<file path="src/rtl/reg_file_32x32.sv">
// 2-read / 1-write register file with x0 hardwired to zero and same-cycle
// write-through bypass on both read ports.

module reg_file_32x32_rdport #(
    parameter int DATA_W = 32,
    parameter int ADDR_W = 5,
    parameter int DEPTH  = 2**ADDR_W
) (
    input  logic                         rst,
    input  logic                         we,
    input  logic [ADDR_W-1:0]            wa,
    input  logic [DATA_W-1:0]            wd,
    input  logic [DEPTH-1:0][DATA_W-1:0] mem,
    input  logic [ADDR_W-1:0]            ra,
    output logic [DATA_W-1:0]            rd
);
    // Bypass is a single 2:1 after the storage mux; suppressed during reset.
    always_comb begin
        rd = mem[ra];
        if (ra == '0)
            rd = '0;
        else if (!rst && we && (wa == ra))
            rd = wd;
    end
endmodule

module reg_file_32x32 #(
    parameter int DATA_W = 32,
    parameter int ADDR_W = 5
) (
    input  logic              clk,
    input  logic              rst,
    input  logic [ADDR_W-1:0] ra1,
    input  logic [ADDR_W-1:0] ra2,
    output logic [DATA_W-1:0] rd1,
    output logic [DATA_W-1:0] rd2,
    input  logic              we,
    input  logic [ADDR_W-1:0] wa,
    input  logic [DATA_W-1:0] wd
);
    localparam int DEPTH     = 2**ADDR_W;
    localparam int NUM_PORTS = 2;

    logic [DEPTH-1:0][DATA_W-1:0]     mem;
    logic [NUM_PORTS-1:0][ADDR_W-1:0] ra;
    logic [NUM_PORTS-1:0][DATA_W-1:0] rd;

    // Entry 0 is never written, so it stays at its reset value of zero.
    always_ff @(posedge clk) begin
        if (rst)
            mem <= '0;
        else if (we && (wa != '0))
            mem[wa] <= wd;
    end

    assign ra  = {ra2, ra1};
    assign rd1 = rd[0];
    assign rd2 = rd[1];

    for (genvar p = 0; p < NUM_PORTS; p++) begin : g_rd
        reg_file_32x32_rdport #(
            .DATA_W (DATA_W),
            .ADDR_W (ADDR_W),
            .DEPTH  (DEPTH)
        ) u_rd (
            .rst (rst),
            .we  (we),
            .wa  (wa),
            .wd  (wd),
            .mem (mem),
            .ra  (ra[p]),
            .rd  (rd[p])
        );
    end
endmodule

</file>
<file path="config.mk">
export PLATFORM = sky130hd
export DESIGN_NAME = reg_file_32x32
export DESIGN_NICKNAME = d
export VERILOG_FILES = /design/src/rtl/reg_file_32x32.sv
export SDC_FILE = /design/constraint.sdc
export NUM_CORES = 2
export LEC_CHECK = 0
export BUFFER_PORTS_ARGS = -buffer_cell sky130_fd_sc_hd__buf_2
export CAP_MARGIN = 40
export CORE_UTILIZATION = 30
export DETAILED_ROUTE_END_ITERATION = 10
export HOLD_SLACK_MARGIN = 0.06
export PLACE_DENSITY = 0.48
export SLEW_MARGIN = 15
export SYNTH_ARGS = -nofsm -noshare
export SYNTH_HDL_FRONTEND = slang
export SYNTH_SLANG_ARGS = --single-unit
</file>
<file path="constraint.sdc">
create_clock -name clk -period 3.11 [get_ports clk]
set_input_delay 0.622 -clock clk [delete_from_list [all_inputs] [get_ports clk]]
set_output_delay 0.622 -clock clk [all_outputs]
set_load 0.02 [all_outputs]
</file>
Word-level counts from Yosys, hierarchy flattened
Cells that the tools add are included.
{"block": "classes", "n_lt_le_gt_ge": 4, "eq_ne": 2, "n_mux": 11, "reduce_logical": 9}
{"operator": "bitwise mux 1024 bit", "n": 1}
{"operator": "binary-select mux 32 bit (select 5 bit)", "n": 2}
{"operator": "2-to-1 mux 32 bit", "n": 7}
{"operator": "demux 32 bit (select 5 bit)", "n": 1}
{"operator": "less-than comparator 5 x 6 -> 1 bit (second input constant)", "n": 3}
{"operator": "== test 5 bit", "n": 2}
{"operator": "zero test 5 bit", "n": 2}
{"operator": ">= comparator 5 x 1 -> 1 bit (second input constant)", "n": 1}
{"operator": "logical AND 1 bit", "n": 5}
{"operator": "nonzero test 5 bit", "n": 1}
{"operator": "zero test 1 bit", "n": 1}
{"block": "totals", "regBits": 1024, "in_bits": 50, "out_inout_bits": 64}

Longest topological paths before layout
{"block": "depth", "depth_word": 5, "depth_mapped": 9}

Modules after synthesis
From an unflattened synthesis, not the netlist that was laid out.
{"block": "hier_totals", "hier_cells": 4970, "area_unflattened_um2": 56661.8}
{"mod": "reg_file_32x32", "n_inst": 1, "cells_per_inst": 3432, "area_each_um2": 39014.9, "seq_area_each_um2": 20499.7}
{"mod": "reg_file_32x32_rdport", "n_inst": 2, "cells_per_inst": 769, "area_each_um2": 8823.5, "seq_area_each_um2": 0.0}

Least setup slack after synthesis
No wires, ideal clock.
{"block": "synth_timing", "path_kind": "input to output", "start": "in ra1[1]", "end": "out rd1[0]", "t_arrival_ns": 2.331, "slack_ns": 0.157, "path_stages": 7, "n_path_buf": 3, "cell_sequence": "buf_2 -> buf_2 -> clkbuf_1 -> mux4_2 -> a22oi_1 -> nand2_1 -> a221o_1"}
{"block": "synth_via", "elab_chain_len": 4, "word_cells_on_any_way": 7, "classes_between": "1 x eq/ne; 4 x mux; 2 x reduce/logical"}
{"item": "start, declared", "line_no": "33", "rtl": "input logic [ADDR_W-1:0] ra1,"}
{"item": "binary-select mux 32 bit (select 5 bit) or == test 5 bit (tied branches)", "line_no": "19, 22"}
{"item": "2-to-1 mux 32 bit (not written as such) or logical AND 1 bit (tied branches)", "line_no": "19, 22"}
{"item": "2-to-1 mux 32 bit", "line_no": "22", "rtl": "else if (!rst && we && (wa == ra))"}
{"item": "2-to-1 mux 32 bit *", "line_no": "20", "rtl": "if (ra == '0)"}
{"item": "end, declared", "line_no": "35", "rtl": "output logic [DATA_W-1:0] rd1,"}
Every way passes the cells marked *; elsewhere a longest branch is shown, timed or not. The select of a mux whose other input is x is not followed.

Final worst setup path
{"block": "layout_timing", "start": "in ra1[0]", "end": "out rd1[20]"}
Same word-level chain as after synthesis.

==> run_summary.xml <==
<?xml version="1.0" encoding="UTF-8"?>
<metrics>
  <group name="sta">
    <metric name="max_slew.worst_pin.slew" unit="ns">1.01</metric>
    <metric name="holdWs" unit="ns">0.342</metric>
    <metric name="setup_viol" unit="">64</metric>
    <metric name="fmax" unit="GHz">0.296</metric>
    <metric name="period_needed" unit="ns">3.38</metric>
    <metric name="rsz0062_at_grt" unit="">true</metric>
    <metric name="slew_headroom" unit="%">32.8</metric>
    <metric name="finalMaxSlewViolations" unit="">0</metric>
    <metric name="totalNegativeSetupSlack" unit="ns">-10.79</metric>
    <metric name="final_critical_path_setup_slack" unit="ns">-0.268</metric>
    <metric name="period_share" unit="%">109</metric>
    <metric name="clock_skew" unit="ns">0</metric>
    <metric name="final_hold_viol_count" unit="">0</metric>
  </group>
  <group name="cts">
    <metric name="clkSlewWorstSetupHoldPaths" unit="ns">0.06</metric>
    <metric name="clk_path_buf_depth" unit="">3</metric>
    <metric name="cts_buffers" unit="">113</metric>
    <metric name="clock_tree_root_driver_cell" unit="">sky130_fd_sc_hd__clkbuf_16</metric>
    <metric name="h-tree-depth" unit="">3</metric>
    <metric name="cts_tree" unit="">built</metric>
    <metric name="cts_hold_repair_buffers" unit="">0</metric>
    <metric name="cts_sinks" unit="">1024</metric>
    <metric name="worstSkewPairLatency" unit="ns">0.74</metric>
  </group>
  <group name="drt">
    <metric name="post_drt_via_cell_ratio" unit="">5.78</metric>
    <metric name="routed_wire_length_per_instance" unit="µm">29.1</metric>
    <metric name="drt_wl_total" unit="µm">254000</metric>
    <metric name="firstDrtPassIters" unit="">7</metric>
    <metric name="antenna_violating_nets_post_route" unit="">0</metric>
    <metric name="drc_errors" unit="">0</metric>
    <metric name="starting_drc_count_in_detailed_routing" unit="">6063</metric>
    <metric name="via_count" unit="">50400</metric>
  </group>
  <group name="worst_setup_path">
    <metric name="startpoint_kind_of_the_worst_setup_timing_path" unit="">input port</metric>
    <metric name="cpPeakStageDelay" unit="ns">0.51</metric>
    <metric name="reg2regPathDepth" unit="">2</metric>
    <metric name="crit_path_end" unit="">rd1[20]</metric>
    <metric name="crit-reg2reg-capture" unit="">mem[435]</metric>
    <metric name="worstSetupEndpointType" unit="">primary output</metric>
    <metric name="critical_path.max_fanout" unit="">7</metric>
    <metric name="r2r_start" unit="">mem[435]</metric>
    <metric name="setup.reg_to_reg.worst_slack" unit="ns">2.39</metric>
    <metric name="cp_num_buf_inv" unit="">6</metric>
    <metric name="crit_start" unit="">ra1[0]</metric>
    <metric name="crit_chain" unit="">buf_16 &gt; buf_16 &gt; buf_16 &gt; buf_12 &gt; buf_6 &gt; mux4_2 &gt; a22oi_2 &gt; a21oi_2 &gt; a221o_2 &gt; buf_6</metric>
    <metric name="worst-endpoint-arrival" unit="ns">2.76</metric>
    <metric name="crit_slowest_cell" unit="">sky130_fd_sc_hd__mux4_2</metric>
    <metric name="cp_top_family" unit="">buffers and inverters</metric>
    <metric name="setup.worst_path.class" unit="">input port to primary output</metric>
    <metric name="cp.required" unit="ns">2.49</metric>
    <metric name="critical_path_depth" unit="">10</metric>
    <metric name="cp_common_cell" unit="">sky130_fd_sc_hd__buf_16</metric>
  </group>
  <group name="power">
    <metric name="power.total" unit="mW">32.1</metric>
    <metric name="cellPowerDensity" unit="nW/µm²">475</metric>
    <metric name="internal-power" unit="mW">23.5</metric>
    <metric name="p_switching" unit="mW">8.66</metric>
    <metric name="static-leakage-power" unit="nW">22.7</metric>
    <metric name="combinationalPowerShare" unit="%">12.8</metric>
    <metric name="ir_drop" unit="mV">0.485</metric>
    <metric name="clockPowerShare" unit="%">45.9</metric>
    <metric name="power.share.sequential" unit="%">41.3</metric>
    <metric name="net_switching_share_of_the_total_power" unit="%">26.9</metric>
  </group>
  <group name="place">
    <metric name="dp.final_hpwl" unit="µm">151000</metric>
    <metric name="postPlaceCellArea" unit="µm²">58700</metric>
    <metric name="port_buffers" unit="">113</metric>
    <metric name="globalplace.congestion" unit="">0.887</metric>
    <metric name="post-place-ws" unit="ns">-0.584</metric>
    <metric name="dp_cells" unit="">8343</metric>
  </group>
  <group name="yosys">
    <metric name="synth_nets" unit="">6114</metric>
    <metric name="async_flop_share" unit="%">0</metric>
    <metric name="netlist-cell-type-count" unit="">55</metric>
    <metric name="syn-mean-instance-area" unit="µm²">8.66</metric>
    <metric name="synth-edff-count" unit="">0</metric>
    <metric name="yosysSeqAreaShare" unit="%">39.0</metric>
    <metric name="netlist_instances" unit="">6064</metric>
    <metric name="syn-cell-area" unit="µm²">52500</metric>
    <metric name="synth_seq_cells" unit="">1024</metric>
    <metric name="primary_flip_flop_cell_chosen_by_synthesis_mapping" unit="">sky130_fd_sc_hd__dfxtp_1</metric>
    <metric name="yosys_warnings" unit="">0</metric>
  </group>
  <group name="run_status">
    <metric name="failed_checks" unit="">setup timing</metric>
    <metric name="status" unit="">finished, violations left</metric>
  </group>
  <group name="floorplan">
    <metric name="core_region_area" unit="µm²">174000</metric>
    <metric name="die-height" unit="µm">420</metric>
    <metric name="row_count" unit="">153</metric>
    <metric name="chipWidth" unit="µm">420</metric>
    <metric name="initial_core_util" unit="%">30.2</metric>
    <metric name="pin_count" unit="">114</metric>
    <metric name="die_area" unit="µm²">177000</metric>
  </group>
  <group name="global_routing">
    <metric name="grt_max_degree" unit="">168</metric>
    <metric name="antenna_violations_before_repair" unit="">1</metric>
    <metric name="global_route_wire_length_before_repair" unit="µm">354000</metric>
    <metric name="grt_pass1_vias" unit="">47100</metric>
    <metric name="grt_overflow" unit="">0</metric>
    <metric name="grt_util_all_layers" unit="%">27.7</metric>
  </group>
  <group name="hold_path">
    <metric name="hold_start" unit="">wd[8]</metric>
    <metric name="class_of_the_worst_hold_path" unit="">input port to register</metric>
  </group>
  <group name="layout">
    <metric name="largest_registers" unit="">mem: 1024 flops</metric>
    <metric name="max_ffs_per_register" unit="">1024</metric>
    <metric name="utilization" unit="%">39.0</metric>
    <metric name="final_layout_size_suffix_gt1_share" unit="%">28.5</metric>
    <metric name="final_area" unit="µm²">67700</metric>
    <metric name="finish.cell_count_without_fillers" unit="">8718</metric>
    <metric name="fin_nets" unit="">6351</metric>
    <metric name="n_antenna_cell" unit="">0</metric>
    <metric name="top_register" unit="">mem</metric>
    <metric name="syn_to_final_growth" unit="%">28.9</metric>
  </group>
  <group name="job">
    <metric name="max_cap_viols" unit="">0</metric>
  </group>
</metrics>
[layout by cell type (no fill, tap or decap), types with 11 or more instances in the layout]
cell type	netlist	layout
sky130_fd_sc_hd__a21oi_2	0	44
sky130_fd_sc_hd__clkinv_2	0	25
sky130_fd_sc_hd__nor3_2	0	16
sky130_fd_sc_hd__a22oi_2	0	44
sky130_fd_sc_hd__a221o_2	0	15
sky130_fd_sc_hd__nor2b_1	70	65
sky130_fd_sc_hd__nand2b_1	13	11
sky130_fd_sc_hd__o22ai_2	0	22
sky130_fd_sc_hd__mux2i_1	223	198
sky130_fd_sc_hd__mux2i_2	0	16
sky130_fd_sc_hd__nor3_1	40	16
sky130_fd_sc_hd__mux2_2	30	28
sky130_fd_sc_hd__buf_16	0	40
sky130_fd_sc_hd__buf_8	4	28
sky130_fd_sc_hd__a221o_1	53	38
sky130_fd_sc_hd__buf_2	121	53
sky130_fd_sc_hd__a22oi_1	67	23
sky130_fd_sc_hd__a221oi_2	1	26
sky130_fd_sc_hd__clkbuf_8	0	23
sky130_fd_sc_hd__nor2_4	0	34
sky130_fd_sc_hd__a211oi_2	0	33
sky130_fd_sc_hd__o21ai_1	4	11
sky130_fd_sc_hd__buf_6	21	107
sky130_fd_sc_hd__nand2_2	0	41
sky130_fd_sc_hd__buf_4	33	406
sky130_fd_sc_hd__bufinv_16	0	16
sky130_fd_sc_hd__nand2_1	2043	1999
sky130_fd_sc_hd__a21oi_4	0	11
sky130_fd_sc_hd__clkbuf_16	0	123
sky130_fd_sc_hd__o22ai_1	36	11
sky130_fd_sc_hd__clkbuf_1	454	13
sky130_fd_sc_hd__o21ai_0	42	29
sky130_fd_sc_hd__a221oi_1	66	35
sky130_fd_sc_hd__mux4_2	412	412
sky130_fd_sc_hd__buf_12	1	133
sky130_fd_sc_hd__nor2_1	58	16
sky130_fd_sc_hd__a21oi_1	1073	1018
sky130_fd_sc_hd__dfxtp_1	1024	1018
[how the worst min path moves through the flow]
stage / cells after the start / end / slack (ns)
after CTS: 3 / mem[72] / 0.28
after floorplan: 2 / mem[42] / 0.44
final: 3 / mem[520] / 0.34
after detailed placement: 2 / mem[95] / 0.46
after global placement: 2 / mem[580] / 0.45
after global routing: 3 / mem[40] / 0.33
[synthesized netlist by cell type, types with 11 or more instances]
library cell,count,area (µm²)
sky130_fd_sc_hd__mux4_2,412,9280
sky130_fd_sc_hd__mux2_2,30,338
sky130_fd_sc_hd__o22ai_1,36,225
sky130_fd_sc_hd__a21oi_1,1073,5370
sky130_fd_sc_hd__buf_2,121,606
sky130_fd_sc_hd__nor2_1,58,218
sky130_fd_sc_hd__nand2_1,2043,7670
sky130_fd_sc_hd__clkbuf_2,11,55.1
sky130_fd_sc_hd__mux2i_1,223,2230
sky130_fd_sc_hd__buf_1,11,41.3
sky130_fd_sc_hd__nor3b_1,14,105
sky130_fd_sc_hd__o21ai_0,42,210
sky130_fd_sc_hd__dfxtp_1,1024,20500
sky130_fd_sc_hd__a211oi_1,43,323
sky130_fd_sc_hd__a221oi_1,66,578
sky130_fd_sc_hd__clkbuf_1,454,1700
sky130_fd_sc_hd__nor2b_1,70,438
sky130_fd_sc_hd__nand2b_1,13,81.3
sky130_fd_sc_hd__buf_4,33,248
sky130_fd_sc_hd__nor3_1,40,200
sky130_fd_sc_hd__a22oi_1,67,503
sky130_fd_sc_hd__a221o_1,53,531
sky130_fd_sc_hd__buf_6,21,236
[logic make-up after synthesis]
family / count (synthesis) / synth area share, %
and+or+nand+nor: 2275 / 17.1
DFF: 1024 / 39.0
buffers and inverters: 659 / 5.68
muxes: 665 / 22.6
xor gates and xnor gates: 9 / 0.150
AOI/OAI and AO/OA: 1432 / 15.5
[what timing repair did]
item,4_1_cts,5_1_grt
buffers inserted,85,81
gates cloned,17,8
resized for setup,480,245
endpoints found under the setup margin,64,64
pin swaps,123,129
[power by group through the flow]
stage | Sequential, mW | Clock (mW) | Combinational, mW
floorplan | 13.5 | 0 | 1.75
global placement | 13.6 | 0 | 3.28
detailed placement | 13.6 | 0 | 3.29
CTS | 13.3 | 14.9 | 3.77
global route | 13.3 | 15.4 | 4.19
finish | 13.3 | 14.8 | 4.11
[layout make-up]
type                       count  area (µm²)
clock inverter                56         751
multi-input combinational   4381       31300
fill                       17300      106000
inverter                       3        11.3
timing repair buffer         778        9000
clock buffer                 151        3240
tap                         2325        2910
sequential                  1024       20500
[layer usage]
| metal | routed length, µm | up-vias | track usage (%) |
|---|---|---|---|
| met3 | 20800 | 687 | 4.14 |
| li1 | - | 21700 | - |
| met5 | 11 | - | 0 |
| met4 | 17000 | 2 | 15.7 |
| met1 | 99900 | 25300 | 35.8 |
| met2 | 116000 | 2675 | 44.1 |
[worst register-to-register path, cell delays in order, from the launching register on]
cell	delay [ns]
sky130_fd_sc_hd__dfxtp_1	0.38
sky130_fd_sc_hd__nand2_1	0.07
sky130_fd_sc_hd__a21oi_1	0.19
(Power assumes the default switching activity.)
